### src/rtl/sum_mem_writer.sv
// Fills a single-port memory with a Galois LFSR sequence and keeps a running checksum of accepted words.
// One word per accepted cycle; wr_ready low holds the request, address, data and sum until accepted.
module sum_mem_writer #(
  parameter int          AWIDTH = 10,
  parameter int          DWIDTH = 32,
  parameter int          DEPTH  = 1024,
  parameter logic [31:0] SEED   = 32'h0000_0001
) (
  input  logic              clk,
  input  logic              reset_n,
  input  logic              start,
  input  logic [31:0]       size,
  input  logic              wr_ready,
  output logic              we,
  output logic [AWIDTH-1:0] waddr,
  output logic [DWIDTH-1:0] wdata,
  output logic              busy,
  output logic              done,
  output logic [31:0]       sum
);

  localparam logic [31:0] POLY    = 32'h8020_0003;
  localparam logic [31:0] DEPTH32 = 32'(DEPTH);

  typedef enum logic [1:0] {
    S_IDLE,
    S_WRITE,
    S_DONE
  } state_t;

  state_t              state_q, state_d;
  logic [31:0]         len_q, len_d;
  logic [AWIDTH-1:0]   cnt_q, cnt_d;
  logic [31:0]         lfsr_q, lfsr_d;
  logic [31:0]         sum_q, sum_d;
  logic                last_word;

  assign last_word = (32'(cnt_q) == (len_q - 32'd1));

  always_comb begin
    state_d = state_q;
    len_d   = len_q;
    cnt_d   = cnt_q;
    lfsr_d  = lfsr_q;
    sum_d   = sum_q;
    case (state_q)
      S_IDLE, S_DONE: begin
        if (start) begin
          len_d   = (size > DEPTH32) ? DEPTH32 : size;
          lfsr_d  = SEED;
          sum_d   = 32'd0;
          cnt_d   = '0;
          state_d = (size == 32'd0) ? S_DONE : S_WRITE;
        end
      end
      S_WRITE: begin
        if (wr_ready) begin
          sum_d  = sum_q + 32'(lfsr_q[DWIDTH-1:0]);
          lfsr_d = (lfsr_q >> 1) ^ (lfsr_q[0] ? POLY : 32'd0);
          // The counter stops on the last word so waddr holds len-1 in DONE.
          if (last_word) begin
            state_d = S_DONE;
          end else begin
            cnt_d = cnt_q + 1'b1;
          end
        end
      end
      default: state_d = S_IDLE;
    endcase
  end

  always_ff @(posedge clk or negedge reset_n) begin
    if (!reset_n) begin
      state_q <= S_IDLE;
      len_q   <= 32'd0;
      cnt_q   <= '0;
      lfsr_q  <= 32'd0;
      sum_q   <= 32'd0;
    end else begin
      state_q <= state_d;
      len_q   <= len_d;
      cnt_q   <= cnt_d;
      lfsr_q  <= lfsr_d;
      sum_q   <= sum_d;
    end
  end

  assign we    = (state_q == S_WRITE);
  assign busy  = (state_q == S_WRITE);
  assign done  = (state_q == S_DONE);
  assign waddr = cnt_q;
  assign wdata = lfsr_q[DWIDTH-1:0];
  assign sum   = sum_q;

endmodule

### config.mk
export PLATFORM = sky130hd
export DESIGN_NAME = sum_mem_writer
export DESIGN_NICKNAME = d
export VERILOG_FILES = /design/src/rtl/sum_mem_writer.sv
export SDC_FILE = /design/constraint.sdc
export NUM_CORES = 1
export LEC_CHECK = 0
export CORE_ASPECT_RATIO = 0.6
export CORE_MARGIN = 2
export CORE_UTILIZATION = 58
export DETAILED_ROUTE_END_ITERATION = 10
export GPL_TIMING_DRIVEN = 0
export PLACE_DENSITY = 0.89
export SYNTH_ARGS = -nofsm -noshare
export SYNTH_HDL_FRONTEND = slang
export SYNTH_SLANG_ARGS = --single-unit
### constraint.sdc
create_clock -name clk -period 8.45 [get_ports clk]
set_input_delay 2.535 -clock clk [delete_from_list [all_inputs] [get_ports clk]]
set_output_delay 2.535 -clock clk [all_outputs]
set_load 0.02 [all_outputs]
== Word-level counts from Yosys, hierarchy flattened ==
Index checks and enable logic that the tools add are counted.

* Register bits: 108
* Input bits: 36
* Output and inout bits: 77

* $add $sub $neg: 3
* Order comparisons: 1
* Equal/unequal tests: 7
* Multiplexer cells: 17
* Bitwise operators: 1
* Reductions and logical operators: 8

{| class="wikitable"
|+ Operator list
! kind !! count
|-
| two-way mux 32 bit || 6
|-
| one-hot mux 32 bit (2 select lines) || 2
|-
| adder 32 bit || 1
|-
| equality test 10 x 32 -> 1 bit || 1
|-
| greater-than comparator 32 x 11 -> 1 bit, second input constant || 1
|-
| logical NOT 32 bit || 1
|-
| subtractor 32 x 1 -> 32 bit, second input constant || 1
|-
| bitwise XOR 31 x 32 -> 32 bit || 1
|-
| two-way mux 10 bit || 3
|-
| one-hot mux 10 bit (2 select lines) || 1
|-
| adder 10 x 1 -> 10 bit, second input constant || 1
|-
| two-way mux 2 bit || 4
|-
| inequality test 2 bit, second input constant || 3
|-
| AND reduction 3 bit || 2
|-
| one-hot mux 2 bit (2 select lines) || 1
|-
| AND reduction 4 bit || 1
|-
| equality test 2 x 1 -> 1 bit, second input constant || 1
|-
| equality test 2 bit, second input constant || 1
|-
| logical NOT 2 bit || 1
|-
| inequality test 2 x 1 -> 1 bit, second input constant || 1
|-
| AND reduction 2 bit || 1
|-
| nonzero test 2 bit || 1
|-
| OR reduction 2 bit || 1
|}

== Depth between registers and ports, before layout ==
* Word-level depth: 5
* Gate-level depth with buffers: 12
* Gate-level depth less buffers: 11

== Worst setup path after synthesis ==
OpenSTA, ideal clock, no wires.

* Path kind: register to output
* Start: register state_q[0]
* End: output we
* Arrival time: 1.378 ns
* Required time: 5.915 ns
* Path slack: 4.537 ns
* Cell stages (with the launch flop): 5
* Path buffers: 2
* Cell sequence: dfrtp_1 > nand2b_1 > clkinv_1 > clkbuf_1 > buf_4

* Longest elaborated chain between the ends: 1

{| class="wikitable"
|+ Ends and longest elaborated chain
! what !! line !! source
|-
| start, declared || 31 || <nowiki>state_t state_q, state_d;</nowiki>
|-
| start signal, assigned || 80 || <nowiki>state_q <= state_d;</nowiki>
|-
| equality test 2 x 1 -> 1 bit || - ||
|-
| end, declared || 14 || <nowiki>output logic we,</nowiki>
|}

Every way passes these cells.

== Final worst setup path ==
* Start: register state_q[0]
* End: output we

* Longest elaborated chain between the ends: 1

{| class="wikitable"
|+ Ends and longest elaborated chain
! what !! line !! source
|-
| equality test 2 x 1 -> 1 bit || 88 || <nowiki>assign we = (state_q == S_WRITE);</nowiki>
|}

Every way passes these cells.

==> flow_summary.toml <==
[timing]
fin_worst_skew_ns = 0.007637
fin_setup_tns_ns = 0
period_share = 0.5992
slew_violations = 0
setup_viol = 0
rsz0062_at_grt = "false"
slew_headroom = 0.04939
hold_ws_ns = 0.4900
worst_pin_slew_ns = 1.390
final_hold_viol_count = 0
layout_min_cycle_time_ns = 5.063
fmax_mhz = 197.5

[synthesis]
yosys_warnings = 0
synth_fp_nets = 790
yosysTopAreaCellShare = 0.4204
ys_seq_area_frac = 0.4204
ys_ff_latch = 108
synthCells = 720
async_flop_share = 1.000
synth_edf_count = 0
syn-mean-instance-area_um2 = 8.929
yosysUniqueCellTypes = 65
synth_area_leaders = "dfrtp_1 (42%), ha_1 (6.4%), nand2_1 (5.6%)"
yosysTopAreaCell = "dfrtp_1"
synth_ff_type = "dfrtp_1"
netlist_area_um2 = 6429

[final_layout]
layout_common_cells = "clkdlybuf4s50_1 (111), dfrtp_1 (108), nand2_1 (96), nand3_1 (70), o21ai_0 (46)"
drive_gt1_frac = 0.03778
layout_commonest_cell = "clkdlybuf4s50_1"
nFillCells = 731
stdcell_count = 986
syn_to_final_growth_pct = 24.85
layout.nets = 914
n_antenna_cell = 0

[floorplan]
boundaryPins = 113
start_util = 0.6026
row_count = 29
die-area_um2 = 11970
die_h_um = 85.55
die_w_um = 139.9
core_area_um2 = 10670

[route]
met1_length_mm = 8.081
wl_per_cell_um = 19.14
first_pass_iters = 8
top_layer = "met4"
ant_nets = 0
first_iter_violations = 748
wl_met2_mm = 8.319
routed_wl_mm = 18.87
wl_met3_mm = 2.139
viasPerCell = 6.382
route.vias.total = 6293
post-route-drc-count = 0

[clocking]
ctsLongestPathBuffers = 2
cts.sinks = 108
tritoncts.num_buffers = 9
clk_latency_ns = 0.35
cts_resized = 0
postCtsSetupRepairBufs = 0
clk_pin_slew_worst_paths_ns = 0.07
h-tree-depth = 3
cts_root_buf = "clkbuf_16"
cts_tree = "done"
hold_buffers = 0

[power_and_ir_drop]
p_leak_nw = 3.692
powerDensity_nw_per_um2 = 290.4
ir_drop_v = 0.0002017

[critical_path]
cp-start-kind = "flip-flop"
reg2reg_depth = 11
worstSetupPathType = "reg -> out"
worstPathCellList = "nand2b_1, clkinv_1, clkbuf_1, buf_4, clkdlybuf4s50_1"
cp_top_family = "buffers and inverters"
crit_arrival_ns = 2.53
max_stage_delay_ns = 0.59
timing.rr.end = "waddr[5]"
cp_num_buf_inv = 4
r2r_start = "len_q[0]"
cp_max_fo = 11
critPathRequiredTime_ns = 5.92
critical_path.slowest_cell = "clkdlybuf4s50_1"
regToRegSetupSlack_ns = 4.05
endpoint_kind = "primary output"

[min_path]
hp-start = "len_q[14]"
hp-class = "reg -> reg"
whs_path_depth = 1
holdPathEnd = "len_q[14]"

[outcome]
status = "finished clean"

[global_routing]
grt_pass1_wl_mm = 30.94
grt_overflow = 0
grt_pass1_vias = 6056
antenna_found_initial = 0
grt_max_degree = 70
track_usage = 0.3254

[placement]
dp_hpwl_mm = 14.18
place_inst = 972
gp_congestion = 0.9613
io_buffers = 112

[job]
max_cap_violations = 0
==> power by group <==
part	internal [W]	total [W]	switching (W)
sequential	0.000637	0.000785	0.000148
combinational	0.000504	0.00114	0.000634
clock	0.000221	0.000408	0.000187
==> sequential cells by signal, indices dropped and copies added (netlist names) <==
register  count
state_q       2
len_q        32
sum          32
waddr        10
wdata        32
==> routing by layer <==
metal | global-route usage | up-vias
met5 | 0 | -
met4 | 0.08091 | 0
met3 | 0.09492 | 39
met2 | 0.4989 | 377
met1 | 0.4618 | 3028
li1 | - | 2849
==> Yosys cell counts (3+ instances only) <==
master	number
a22o_1	9
nor2b_1	7
inv_1	18
xor2_1	18
dfrtp_1	108
and3_1	8
nand3_1	70
o21bai_1	7
a2111oi_0	3
a31oi_1	7
o21ai_0	46
or3_1	5
o211ai_1	4
or4_4	3
ha_1	33
nand2b_1	9
a211oi_1	4
clkbuf_1	29
a211o_1	5
a21o_1	12
nor4_1	14
nor3b_1	4
a21oi_1	35
o21a_1	3
and2_1	26
a41oi_1	3
nand2_1	96
mux2i_1	3
nor2_1	39
nor3_1	11
nand4_1	8
xnor2_1	21
o31ai_1	11
==> area by class of cell <==
type / instances / area (µm²) / area share
plain buffers: 34 / 141.4 / 0.01762
clock buffers: 13 / 270.3 / 0.03367
clock inverters: 1 / 7.507 / 0.0009353
inverters: 19 / 71.32 / 0.008885
multi-input cells: 559 / 3513 / 0.4377
flip-flops and latches: 108 / 2703 / 0.3367
well taps: 139 / 173.9 / 0.02167
repair buffers: 113 / 1146 / 0.1428
==> kinds of logic (layout without fill, tap and decap cells) <==
kind of cell / Yosys count / in the layout / synth area share
adder cells (fa/ha/maj): 34 / 34 / 0.06734
AO/OA/AOI/OAI: 168 / 168 / 0.1746
buffers and inverters: 53 / 180 / 0.03308
XOR/XNOR: 39 / 39 / 0.05313
flip-flops: 108 / 108 / 0.4204
multiplexers: 3 / 3 / 0.004671
AND/OR/NAND/NOR: 315 / 315 / 0.2468
==> how the worst max path moves through the flow <==
stage                     slack, ns        end  cells after the start       start
after floorplan                4.54         we                      4  state_q[0]
after global placement         0.88  wdata[16]                      1     reset_n
after detailed placement       3.51   waddr[6]                      8    wr_ready
after global routing           3.22         we                      5  state_q[0]
after CTS                      3.41         we                      5  state_q[0]
final                          3.39         we                      5  state_q[0]
==> per-stage QoR <==
stage               utilization  setup slack [ns]  total power (W)  cell area, µm²
floorplan                     -             4.537         0.001454            6429
global placement         0.7240            0.8799         0.001837            7724
detailed placement       0.7264             3.506         0.001898            7749
CTS                      0.7524             3.411         0.002313            8026
global route             0.7524             3.217         0.002461            8026
finish                   0.7524             3.387         0.002331            8026
Power figures use the tool's default switching activity.
